[src/rtl/rr_arbiter8_pkg.sv]
// Shared types, constants and the round-robin winner search for rr_arbiter8.
package rr_arbiter8_pkg;

   typedef enum logic {
      IDLE = 1'b0,
      BUSY = 1'b1
   } state_t;

   localparam int NUM_REQ = 8;
   localparam int ID_W    = 3;

   // Returns {found, idx}. The search starts one past `last` and wraps, so
   // `last` is examined at the very end and a lone requester still wins.
   function automatic logic [ID_W:0] rr_pick(input logic [NUM_REQ-1:0] req,
                                             input logic [ID_W-1:0]    last);
      logic            found;
      logic [ID_W-1:0] idx;
      logic [ID_W-1:0] cand;
      found = 1'b0;
      idx   = last;
      for (int k = 1; k <= NUM_REQ; k++) begin
         cand = last + ID_W'(k);
         if (!found && req[cand]) begin
            found = 1'b1;
            idx   = cand;
         end
      end
      return {found, idx};
   endfunction

endpackage

[src/rtl/rr_arbiter8_decoder3x8.sv]
// 3-to-8 one-hot decoder with enable; all outputs low when disabled.
module decoder3x8 (
   input  logic [2:0] A,
   input  logic       en,
   output logic [7:0] Y
);

   // Decode A to a single set bit only while enabled.
   always_comb begin
      Y = '0;
      if (en) begin
         Y[A] = 1'b1;
      end
   end

endmodule

[src/rtl/rr_arbiter8.sv]
// Round-robin arbiter: one shared slot, eight requesters, bounded hold time.
//
// state | meaning
// ------+---------------------------------------------------------------
// IDLE  | no owner; next edge grants the round-robin winner if any req
// BUSY  | owner gnt_id holds the slot until done, withdrawal or hold limit
module rr_arbiter8
   import rr_arbiter8_pkg::*;
#(
   parameter int MAX_HOLD = 16,
   parameter int HOLD_W   = 8
) (
   input  logic                 clk,
   input  logic                 rst_n,
   input  logic [NUM_REQ-1:0]   req,
   input  logic                 done,
   output logic [NUM_REQ-1:0]   gnt,
   output logic [ID_W-1:0]      gnt_id,
   output logic                 gnt_valid,
   output logic                 timeout
);

   state_t              r_state;
   logic [ID_W-1:0]     r_gnt_id;
   logic                r_gnt_valid;
   logic [ID_W-1:0]     r_last;
   logic [HOLD_W-1:0]   r_hold;
   logic                r_timeout;

   state_t              w_state_nxt;
   logic [ID_W-1:0]     w_gnt_id_nxt;
   logic                w_gnt_valid_nxt;
   logic [ID_W-1:0]     w_last_nxt;
   logic [HOLD_W-1:0]   w_hold_nxt;
   logic                w_timeout_nxt;

   logic [ID_W:0]       w_pick;
   logic                w_withdraw;
   logic                w_hold_max;

   assign w_pick     = rr_pick(req, r_last);
   assign w_withdraw = ~req[r_gnt_id];
   assign w_hold_max = (r_hold == HOLD_W'(MAX_HOLD));

   // State and grant registers; reset drops any grant without a handshake.
   always_ff @(posedge clk) begin
      if (!rst_n) begin
         r_state     <= IDLE;
         r_gnt_id    <= '0;
         r_gnt_valid <= 1'b0;
         r_last      <= ID_W'(NUM_REQ - 1);
         r_hold      <= '0;
         r_timeout   <= 1'b0;
      end else begin
         r_state     <= w_state_nxt;
         r_gnt_id    <= w_gnt_id_nxt;
         r_gnt_valid <= w_gnt_valid_nxt;
         r_last      <= w_last_nxt;
         r_hold      <= w_hold_nxt;
         r_timeout   <= w_timeout_nxt;
      end
   end

   // Grant in IDLE, release in BUSY; timeout only when the limit alone ends it.
   always_comb begin
      w_state_nxt     = r_state;
      w_gnt_id_nxt    = r_gnt_id;
      w_gnt_valid_nxt = r_gnt_valid;
      w_last_nxt      = r_last;
      w_hold_nxt      = r_hold;
      w_timeout_nxt   = 1'b0;
      case (r_state)
         IDLE: begin
            if (w_pick[ID_W]) begin
               w_state_nxt     = BUSY;
               w_gnt_id_nxt    = w_pick[ID_W-1:0];
               w_gnt_valid_nxt = 1'b1;
               w_hold_nxt      = HOLD_W'(1);
            end
         end
         BUSY: begin
            if (done || w_withdraw || w_hold_max) begin
               w_state_nxt     = IDLE;
               w_gnt_valid_nxt = 1'b0;
               w_last_nxt      = r_gnt_id;
               w_hold_nxt      = '0;
               w_timeout_nxt   = w_hold_max && !done && !w_withdraw;
            end else begin
               w_hold_nxt = r_hold + HOLD_W'(1);
            end
         end
         default: begin
            w_state_nxt     = IDLE;
            w_gnt_valid_nxt = 1'b0;
            w_hold_nxt      = '0;
         end
      endcase
   end

   assign gnt_id    = r_gnt_id;
   assign gnt_valid = r_gnt_valid;
   assign timeout   = r_timeout;

   decoder3x8 u_dec (
      .A  (r_gnt_id),
      .en (r_gnt_valid),
      .Y  (gnt)
   );

endmodule

[config.mk]
export PLATFORM = sky130hd
export DESIGN_NAME = rr_arbiter8
export DESIGN_NICKNAME = d
export VERILOG_FILES = /design/src/rtl/rr_arbiter8_pkg.sv /design/src/rtl/rr_arbiter8_decoder3x8.sv /design/src/rtl/rr_arbiter8.sv
export SDC_FILE = /design/constraint.sdc
export NUM_CORES = 1
export LEC_CHECK = 0
export CAP_MARGIN = 20
export CORE_ASPECT_RATIO = 0.5
export CORE_MARGIN = 5
export CORE_UTILIZATION = 59
export DETAILED_ROUTE_END_ITERATION = 6
export PLACE_DENSITY = 0.85
export SLEW_MARGIN = 5
export SYNTH_ARGS = -nofsm -noshare
export SYNTH_HDL_FRONTEND = slang
export SYNTH_SLANG_ARGS = --single-unit
[constraint.sdc]
create_clock -name clk -period 4.5 [get_ports clk]
set_clock_uncertainty 0.15 [all_clocks]
set_input_delay 0.45 -clock clk [delete_from_list [all_inputs] [get_ports clk]]
set_output_delay 0.45 -clock clk [all_outputs]
set_load 0.02 [all_outputs]
Word-level counts from Yosys, hierarchy flattened
Cells that the tools add are included.
Word-level totals
  register bits after elaboration: 17
  input bits: 11
  output and inout port bits: 13
  word-level logic and storage cells: 99
Operators by class
  $add $sub $neg: 8
  order comparisons: 10
  eq/ne operators: 3
  mux-type cells: 46
  bitwise operators: 2
  reduce and logical (&&, ||, !) cells: 24
Operators with widths (count)
  $lt A3 B4 Y1 const B: 9
  $bmux W1 S3: 9
  $mux W3: 8
  $mux W8: 3
  $mux W1: 22
  $pmux W8 S2: 1
  $add A3 B3 Y3 const B: 4
  $logic_and A1 B1 Y1: 10
  $add A8 B1 Y8 const B: 1
  $eq A8 B5 Y1 const B: 1
  $logic_not A1 Y1: 8
  $add A3 B2 Y3 const B: 2
  $reduce_and A2 Y1: 3
  $pmux W1 S2: 2
  $add A3 B1 Y3 const B: 1
  $demux W1 S3: 1
  $ge A3 B1 Y1 const B: 1
  $reduce_and A3 Y1: 1
  $logic_or A1 B1 Y1: 2
  $ne A2 B1 Y1 const B: 1
  $ne A2 B2 Y1 const B: 1
  $not A1 Y1: 2

Longest topological paths before layout
Gate-level depths: netlist (run 1).
  depth in word-level cells: 27
  gate-level depth with buffers: 10

Modules after synthesis
Synthesis (run 1) repeated with hierarchy kept, for this count alone.
Second synthesis, totals
  cell total of the unflattened synthesis: 201
  area total of the unflattened synthesis: 1742.9 um2
Modules (own cells, without submodules)
  rr_arbiter8: instances 1, cells an instance 193, area an instance 1646.6 um2, seq. area each 340.3 um2
  decoder3x8: instances 1, cells an instance 8, area an instance 96.3 um2, seq. area each 0.0 um2

Worst setup path after synthesis (run 1)
No wires, ideal clock.
  path type: flip-flop to flip-flop
  start: reg r_last[1]
  end: reg r_hold[7]
  setup time: 88 ps
  arrival time: 2722 ps
  data required time: 4262 ps
  path slack: 1539 ps
  stages on the path, launching flop included: 11
  path buffers: 2
  period minus slack after synthesis: 2961 ps
  path through: dfxtp_1 > buf_2 > inv_2 > ha_1 > buf_2 > mux4_2 > mux2i_2 > nand3b_1 > nor4b_4 > inv_2 > a311oi_2
On the way
  longest elaborated chain between the ends: 26
Ends and longest elaborated chain
  start: declaration: RTL line rr_arbiter8.sv:26  | logic [ID_W-1:0] r_last;
  start signal: assignment: RTL line rr_arbiter8.sv:51  | r_last <= ID_W'(NUM_REQ - 1);
  start signal: assignment: RTL line rr_arbiter8.sv:58  | r_last <= w_last_nxt;
  $add A3 B1 Y3: RTL line rr_arbiter8_pkg.sv:22  | cand = last + ID_W'(k);
  $bmux W1 S3: RTL line rr_arbiter8_pkg.sv:23  | if (!found && req[cand]) begin
  $mux W1 (not written as such): RTL line rr_arbiter8_pkg.sv:23
  $mux W1: RTL line rr_arbiter8_pkg.sv:23
  $logic_not A1 Y1: RTL line rr_arbiter8_pkg.sv:23
  $logic_and A1 B1 Y1: RTL line rr_arbiter8_pkg.sv:23
  $mux W1: RTL line rr_arbiter8_pkg.sv:23
  $logic_not A1 Y1: RTL line rr_arbiter8_pkg.sv:23
  [10 not listed]
  $mux W1: RTL line rr_arbiter8_pkg.sv:23
  $logic_not A1 Y1: RTL line rr_arbiter8_pkg.sv:23
  $logic_and A1 B1 Y1: RTL line rr_arbiter8_pkg.sv:23
  $mux W1: RTL line rr_arbiter8_pkg.sv:23
  $logic_not A1 Y1: RTL line rr_arbiter8_pkg.sv:23
  $logic_and A1 B1 Y1: RTL line rr_arbiter8_pkg.sv:23
  $mux W1 (*): RTL line rr_arbiter8_pkg.sv:23
  $ne A2 B2 Y1 (no source line) (*)
  end signal: assignment: RTL line rr_arbiter8.sv:59  | r_hold <= w_hold_nxt;
  end: declaration: RTL line rr_arbiter8.sv:27  | logic [HOLD_W-1:0] r_hold;
Mark *: on every way between the ends. The rest lies on a longest branch, timed or not. The select of a mux whose other input is x is not followed.
A chain may end at the register's enable or synchronous reset.

Worst setup path in the final report (run 1)
Ends and elaborated chain as after synthesis.

==> results of run 1 <==
==> power by group through the flow <==
| stage | clock network (W) | registers [W] | logic, W |
|---|---|---|---|
| finish | 0.000113 | 0.000244 | 0.000720 |
| global route | 0.000121 | 0.000249 | 0.000776 |
| CTS | 0.000115 | 0.000241 | 0.000711 |
| detailed placement | 0 | 0.000244 | 0.000706 |
| global placement | 0 | 0.000242 | 0.000693 |
| floorplan | 0 | 0.000222 | 0.000557 |
==> per-layer routing <==
metal  vias up  wire, um  share of wire (%)
li1        800         -                  -
met1       816      1970                 44
met2        81      2100                 48
met3         2       339                7.7
met4         0        11               0.25
met5         -         0                  0
==> layout make-up <==
class | count | area (um^2)
multi-input cells | 160 | 1290
fillers | 205 | 682
flip-flops and latches | 17 | 340
repair buffers | 24 | 238
well taps | 37 | 46.3
clock buffers | 4 | 45.0
inverters | 11 | 41.3
==> final timing paths <==
check,from,to,slack [ps],cells after the start
worst min-delay path,gnt_valid,gnt_valid,330,2
worst max-delay path,r_last[1],r_hold[7],910,8
worst min register to register,gnt_valid,gnt_valid,330,2
worst max register to register,r_last[1],r_hold[7],910,8
==> metrics by stage <==
stage	hold WS, ps	instance area, um^2	cells	utilization [%]
2_1_floorplan	324	1720	197	-
3_3_place_gp	320	1960	249	72.9
3_5_place_dp	324	1960	249	72.9
4_1_cts	333	2000	253	74.6
5_1_grt	361	2000	253	74.6
6_report	330	2000	253	74.6
==> sequential cells by signal (all words and copies together) (netlist names) <==
signal,count
r_state,1
gnt_valid,1
r_hold,8
timeout,1
gnt_id,3
r_last,3
==> logic make-up after synthesis <==
logic type	Yosys count	share of synthesized area, %
multiplexers	26	26.1
buffers and inverters	20	5.03
AO/OA/AOI/OAI	45	19.1
flip-flops	17	19.8
AND/OR/NAND/NOR	81	25.0
adder cells (fa/ha/maj)	4	2.91
XOR/XNOR	4	2.04
==> cells in the mapped netlist, drive strengths merged (2+ instances only) <==
cell type / n
and2: 2
or3: 2
o21ai: 10
xnor2: 2
buf: 4
mux4: 14
a221oi: 2
dfxtp: 17
a32oi: 2
ha: 4
a41o: 2
nand2: 18
mux2i: 7
nor4b: 3
nor2b: 3
nor3: 4
o31ai: 3
nand3b: 6
a31oi: 3
nand2b: 4
mux2: 5
a22oi: 2
clkbuf: 5
a21oi: 7
nand3: 11
a222oi: 2
xor2: 2
and3: 3
nor2: 22
inv: 11
==> tightest hold or removal path, cell delays in order, from the launching register on <==
cell and delay (ps):
dfxtp_1 330, inv_1 60, a21oi_1 50
==> impl_metrics.yaml, run 1 <==
floorplan:
  num_rows: 13
  core-area_um2: 2680
  io_pins: 24
  dieArea_um2: 4160
  die_x_um: 86.3
  initial_core_util_pct: 64.0
  die_h_um: 48.2
finish:
  fin_nets: 232
  antenna_cells: 0
  final_common_cell: "clkdlybuf4s50_1"
  final_cell_mix: "23 x clkdlybuf4s50_1, 22 x nor2_1, 18 x nand2_1, 17 x dfxtp_1, 14 x mux4_2"
  synthToLayoutAreaGrowth_pct: 16.5
  layout-drive-gt1-share_pct: 14.8
drt:
  avgRoutedWirePerCell_um: 17.5
  drt_first_iter_violations: 151
  viasPerCell: 6.72
  wirelength_mm: 4.42
  antenna_left: 0
  first_pass_iters: 5
  drc: 0
  via_count: 1699
timing:
  setup_total_negative_slack_ps: 0
  setup_ws_ps: 909
  worstMarginPinSlew_ps: 663
  fin_crit_ps: 3590
  rsz0062_at_grt: "false"
  hold_violations: 0
  maxSlewViolCount: 0
  max_slew_margin_pct: 55.5
  finalCritPeriodShare_pct: 79.8
  max_freq_ghz: 0.278
  finalSetupViolCount: 0
place:
  preCtsSetupSlack_ps: 987
  dp_hpwl_mm: 3.32
  port_buffers: 23
  routabilityCongestion: 0.898
global_routing:
  grt_overflow: 0
  grt_max_degree: 14
  grt_usage_pct: 22.6
  antenna_found_initial: 0
  use_met1_pct: 30.3
  grt_util_met2_pct: 40.1
  grt_pass1_wl_mm: 7.23
  grtUsageMet3_pct: 4.22
  busiest_layer: "met2"
  grt_pass1_vias: 1515
worst_setup_path:
  arrival_ps: 3610
  crit_path_max_incr_delay_ps: 650
  cp-start-kind: "register"
  cp_max_fo: 13
  required_ps: 4520
  path_class: "register to register"
  slowest_stage: "dfxtp_1"
  path_common_cell: "inv_2"
  path_delay_family: "multiplexers"
  cp_num_buf_inv: 2
  crit_path_end_kind: "register"
  cp_cell_sequence: "inv_2, ha_1, mux4_2, mux2i_2, nand3b_1, nor4b_4, inv_2, a311oi_2"
pwr:
  power_frac_clock_pct: 10.5
  p_total_w: 0.00108
  internal_power_w: 0.000573
  ir_worst_vdd_v: 0.000352
  p_leak_nw: 0.745
  combPwrFrac_pct: 66.9
  p_sw_share_pct: 46.8
  power_density_nw_per_um2: 538
  seqPwrFrac_pct: 22.7
  switching_power_w: 0.000504
job:
  maxCapViolCount: 0
cts:
  cts_buffers: 3
  ctsResizeCount: 0
  post_cts_buffers: 0
  clkTransAtPathRegs_ps: 60
  clk_latency_ps: 250
  cts_max_path_buffers: 2
  clock-sinks: 17
  cts_root_buf: "clkbuf_8"
  tritoncts: "yes"
  cts_hold_buf: 0
  htree_levels: 1
synth:
  synth_area_leaders: "dfxtp_1 20%, mux4_2 18%, nor2_1 4.8%, nand2_1 3.9%, mux2i_1 3.5%"
  synthArstFlopShare_pct: 0
  yosysUniqueCellTypes: 52
  yosysTopAreaCellShare_pct: 19.8
  ys_warn_count: 0
  synthCells: 197
  ys_seq_area_share_pct: 19.8
  synthFlopType: "dfxtp_1"
  syn-cell-area_um2: 1720
  ys_seq_elements: 17
  yosysTopAreaCell: "dfxtp_1"
  synth_edf_count: 0
  syn_area_per_cell_um2: 8.72
  syn_nets: 212
worst_hold_path:
  hold_class: "register to register"
outcome:
  status: "finished, final reports clean"
No activity file was read; power rests on OpenSTA's default activity.
==> run 2: changes to the inputs <==
CORE_UTILIZATION = 55   (was 59)
PLACE_DENSITY = 0.8   (was 0.85)
clock period = 3.32 ns   (was 4.5 ns; I/O delays follow)
==> run 2 against run 1 <==
Via count decreased by 1.4%. Die area increased by 6.1%. Count of clock-buffer cells in the layout decreased by 1. Worst setup slack got worse by 690 ps. Critical path type unchanged. Sequential share of layout area decreased by 0.48 points. Largest power group unchanged. Critical path depth unchanged. Total power increased by 38%. Clock power increased by 34%. Cell area increased by 2.9%. Register-to-register slack got worse by 690 ps. Worst hold slack improved by 10 ps.
==> impl_metrics.yaml, run 2 (same netlist as run 1, synthesis figures left out) <==
finish:
  regMostFlops: "r_hold"
  final_common_cell: "clkdlybuf4s50_1"
  largest_reg_flops: 8
  layout-drive-gt1-share_pct: 17.9
  fin_area_um2: 2060
  multiInputGateArea_um2: 1290
  synthToLayoutAreaGrowth_pct: 19.9
  final_cell_mix: "23 x clkdlybuf4s50_1, 22 x nor2_1, 18 x nand2_1, 17 x dfxtp_1, 14 x mux4_2"
  regArea_um2: 340
  final.fill_count: 242
  fin_nets: 239
  antenna_cells: 0
global_routing:
  grt_overflow: 0
  grt_usage_pct: 21.6
  grt_pass1_wl_mm: 7.55
  grt_pass1_vias: 1532
  antenna_found_initial: 0
  grt_max_degree: 14
timing:
  rsz0062_at_grt: "false"
  fin_crit_ps: 3100
  whs_ps: 340
  worstMarginPinSlew_ps: 665
  maxSlewViolCount: 0
  setup_total_negative_slack_ps: 0
  finalSetupViolCount: 0
  finalCritPeriodShare_pct: 93.5
  setup_ws_ps: 216
  max_freq_ghz: 0.322
  max_slew_margin_pct: 55.4
  hold_violations: 0
cts:
  cts_buffers: 3
  cts_hold_buf: 0
  ctsResizeCount: 0
  clkTransAtPathRegs_ps: 60
  htree_levels: 1
  clk_latency_ps: 250
  cts_max_path_buffers: 2
  tritoncts: "yes"
  post_cts_buffers: 0
  cts_root_buf: "clkbuf_8"
  clock-sinks: 17
pwr:
  p_sw_share_pct: 46.0
  power_frac_clock_pct: 10.1
  internal_power_w: 0.000803
  seqPwrFrac_pct: 21.2
  combPwrFrac_pct: 68.7
  switching_power_w: 0.000683
  p_leak_nw: 0.781
  p_total_w: 0.00149
  power_density_nw_per_um2: 722
  ir_worst_vdd_v: 0.000481
drt:
  antenna_left: 0
  drt_first_iter_violations: 136
  drc: 0
  avgRoutedWirePerCell_um: 16.3
  first_pass_iters: 4
  via_count: 1675
  viasPerCell: 6.37
  wirelength_mm: 4.28
outcome:
  status: "finished, final reports clean"
floorplan:
  io_pins: 24
  die_x_um: 89.0
  dieArea_um2: 4410
  core-area_um2: 3000
  die_h_um: 49.5
  initial_core_util_pct: 57.4
  num_rows: 14
worst_setup_path:
  cp_max_fo: 7
  required_ps: 3290
  crit_path_end_kind: "register"
  path_class: "register to register"
  arrival_ps: 3080
  cp-start-kind: "register"
place:
  dp_hpwl_mm: 3.26
  dpl_cell_area_um2: 2010
  port_buffers: 23
  preCtsSetupSlack_ps: 142
  routabilityCongestion: 0.892
job:
  maxCapViolCount: 0
worst_hold_path:
  hold_class: "register to register"
[run 2: cell count changes in the layout (fill, tap and decap cells not counted)]
cell / before / now
clkbuf_1: 1 / 0
buf_4: 1 / 8
clkinv_2: 0 / 1
[run 2: worst max-delay path: stages, from the launching register on]
cell and delay [ps]:
dfxtp_1 360, inv_2 80, ha_1 470, mux4_2 620
mux2i_1 430, a21oi_1 120, a311o_1 310, a222oi_1 320
o31ai_1 110
[run 2: final timing paths]
kind	from	to	slack, ps	cells after the start
worst min-delay path	gnt_valid	gnt_valid	340	2
worst max register to register	r_last[1]	gnt_id[2]	220	8
worst max-delay path	r_last[1]	gnt_id[2]	220	8
worst min register to register	gnt_valid	gnt_valid	340	2
[run 2: layer usage]
layer	GRT usage, %	routed length, um	part of all wire [%]
met5	0	0	0
met3	3.83	265	6.2
met4	5.45	42	0.98
met2	34.4	1990	46
met1	30.2	1980	46
[run 2: area by class of cell]
type                       instances  share of cell area (%)
clock buffer                       3                    2.00
sequential                        17                    16.5
multi-input combinational        160                    62.7
clock inverter                     1                   0.243
timing repair buffer              31                    14.1
inverter                          11                    2.00
tap                               40                    2.43
[run 2: power by group through the flow]
stage | Clock [W] | Sequential, W | Combinational, W
after floorplan | 0 | 0.000301 | 0.000755
after global placement | 0 | 0.000317 | 0.000981
after detailed placement | 0 | 0.000319 | 0.000998
after CTS | 0.000157 | 0.000313 | 0.00101
after global routing | 0.000168 | 0.000325 | 0.00111
final | 0.000151 | 0.000315 | 0.00102
[run 2: per-stage QoR]
stage,utilization [%],instances
2_1_floorplan,-,197
3_3_place_gp,67.2,259
3_5_place_dp,67.2,259
4_1_cts,68.8,263
5_1_grt,68.8,263
6_report,68.8,263
==> run 3: changes to the inputs <==
--- a/config.mk
+++ b/config.mk
@@ -6,10 +6,11 @@
 export NUM_CORES = 1
 export LEC_CHECK = 0
+export ABC_AREA = 1
 export CAP_MARGIN = 20
 export CORE_ASPECT_RATIO = 0.5
 export CORE_MARGIN = 5
-export CORE_UTILIZATION = 55
+export CORE_UTILIZATION = 54
 export DETAILED_ROUTE_END_ITERATION = 6
-export PLACE_DENSITY = 0.8
+export PLACE_DENSITY = 0.79
 export SLEW_MARGIN = 5
 export SYNTH_ARGS = -nofsm -noshare
==> constraint.sdc (replaced) <==
create_clock -name clk -period 3.32 [get_ports clk]
set_clock_uncertainty 0.15 [all_clocks]
set_input_delay 0.664 -clock clk [delete_from_list [all_inputs] [get_ports clk]]
set_output_delay 0.664 -clock clk [all_outputs]
set_load 0.02 [all_outputs]
==> run 3 against run 2 <==
Die area down 2.6%. Sequential power fell by 12%. Highest routed layer unchanged. Count of clock-buffer cells in the layout rose by 1. Maximum frequency up 23%.
==> impl_metrics.yaml, run 3 <==
finish:
  synthToLayoutAreaGrowth_pct: 18.5
  regMostFlops: "r_hold"
  final_cell_mix: "81 x nand2_1, 33 x nor2_1, 30 x nand3_1, 27 x inv_1, 23 x clkdlybuf4s50_1"
  multiInputGateArea_um2: 1130
  layout-drive-gt1-share_pct: 10.5
  antenna_cells: 0
  final_common_cell: "nand2_1"
  final.fill_count: 273
  postLayoutCoreUtil_pct: 65.8
  largest_reg_flops: 8
  regArea_um2: 340
  fin_nets: 311
global_routing:
  grt_pass1_wl_mm: 7.07
  grt_usage_pct: 20.0
  grt_max_degree: 12
  antenna_found_initial: 0
  grt_pass1_vias: 1627
  grt_overflow: 0
synth:
  synthCells: 270
  synthArstFlopShare_pct: 0
  yosysTopAreaCellShare_pct: 20.8
  syn-cell-area_um2: 1630
  synth_edf_count: 0
  synthTopCellsByCount: "81 x nand2_1, 33 x nor2_1, 30 x nand3_1"
  synthFlopType: "dfxtp_1"
  syn_area_per_cell_um2: 6.05
  ys_warn_count: 0
  ys_seq_area_share_pct: 20.8
  syn_nets: 285
  ys_seq_elements: 17
  yosysMostFrequentCell: "nand2_1"
  synth_area_leaders: "dfxtp_1 21%, nand2_1 19%, nand3_1 9.2%, nor2_1 7.6%, inv_1 6.2%"
  yosysTopAreaCell: "dfxtp_1"
  yosysUniqueCellTypes: 32
worst_setup_path:
  slowest_stage: "clkdlybuf4s50_1"
  arrival_ps: 2490
  path_common_cell: "nand2_2"
  crit_path_max_incr_delay_ps: 460
  required_ps: 3290
  cp_cell_sequence: "clkdlybuf4s50_1, nand2_1, nand3_2, nand3_1, nand2_2, nor2_8, nand4_4, nor3_2, nand2_2, nand2_2, inv_2, a21oi_1, nor2_1"
  cp_max_fo: 5
  cp-start-kind: "input pin"
  path_class: "input pin to register"
  crit_path_end_kind: "register"
cts:
  cts_buffers: 3
  post_cts_buffers: 0
  cts_hold_buf: 0
  tritoncts: "yes"
  clkTransAtPathRegs_ps: 60
  ctsResizeCount: 0
  htree_levels: 1
  cts_root_buf: "clkbuf_8"
  clock-sinks: 17
  clk_latency_ps: 250
  cts_max_path_buffers: 2
floorplan:
  die_h_um: 48.9
  num_rows: 14
  io_pins: 24
  initial_core_util_pct: 55.5
  core-area_um2: 2940
  die_x_um: 87.8
  dieArea_um2: 4290
timing:
  finalCritPeriodShare_pct: 75.8
  maxSlewViolCount: 0
  max_freq_ghz: 0.398
  fin_crit_ps: 2520
  finalSetupViolCount: 0
  setup_total_negative_slack_ps: 0
  max_slew_margin_pct: 67.7
  hold_violations: 0
  rsz0062_at_grt: "false"
  whs_ps: 309
  worstMarginPinSlew_ps: 484
drt:
  viasPerCell: 5.36
  via_count: 1797
  drt_first_iter_violations: 87
  avgRoutedWirePerCell_um: 12.5
  first_pass_iters: 4
  drc: 0
  antenna_left: 0
  wirelength_mm: 4.18
outcome:
  status: "finished, final reports clean"
worst_hold_path:
  hold_class: "register to register"
pwr:
  ir_worst_vdd_v: 0.000345
  p_total_w: 0.00135
  p_leak_nw: 0.885
  power_density_nw_per_um2: 697
place:
  routabilityCongestion: 0.947
  port_buffers: 23
  dp_hpwl_mm: 3.35
job:
  maxCapViolCount: 0
-- run 3: changes by cell type after synthesis, moves of 11 or more --
| cell | change |
|---|---|
| nand2_1 | +63 |
| inv_1 | +20 |
| mux4_2 | -14 |
| nand3_1 | +19 |
| nor2_1 | +11 |
-- run 3: cell families after synthesis --
logic type	after synthesis	synth area share (%)
AND/OR/NAND/NOR	174	51.4
XOR/XNOR	5	3.60
buffers and inverters	38	10.3
flip-flops	17	20.8
adder cells (fa/ha/maj)	4	3.06
AO/OA/AOI/OAI	32	10.9
-- run 3: worst paths after layout --
path	depth (start not counted)	start	slack, ps	to
worst min-delay path	2	r_hold[4]	310	r_hold[4]
worst max-delay path	13	req[5]	800	gnt_valid
worst max register to register	14	r_last[0]	810	gnt_valid
worst min register to register	2	r_hold[4]	310	r_hold[4]
-- run 3: area by class of cell --
| cell class | instances | share of cell area, % |
|---|---|---|
| repair buffers | 25 | 12.7 |
| flip-flops and latches | 17 | 17.6 |
| well taps | 40 | 2.58 |
| multi-input cells | 215 | 58.1 |
| inverters | 34 | 6.72 |
| clock buffers | 4 | 2.33 |
-- run 3: metal layers --
metal	global-route usage [%]	part of all wire, %
met1	26.6	45
met2	33.8	49
met3	3.04	5.5
met4	4.85	0.79
met5	0	0
-- run 3: critical path, delay by kind of cell --
kind / cells / cell delay [ps]
buf+inv: 2 / 530
simple gates: 10 / 1180
compound gates: 1 / 120
-- run 3: through the flow --
stage                     worst slack (ps)  area, um^2  std cells
after floorplan                       1020        1630        270
after global placement                 561        1890        331
after detailed placement               560        1890        331
after CTS                              785        1940        335
after global routing                   635        1940        335
final                                  805        1940        335
-- run 3: where the power goes --
part	internal [W]	total, W	switching (W)
Combinational	0.000322	0.000923	0.000600
Sequential	0.000233	0.000278	0.0000453
Clock	0.0000850	0.000149	0.0000642
Total	0.000640	0.00135	0.000710
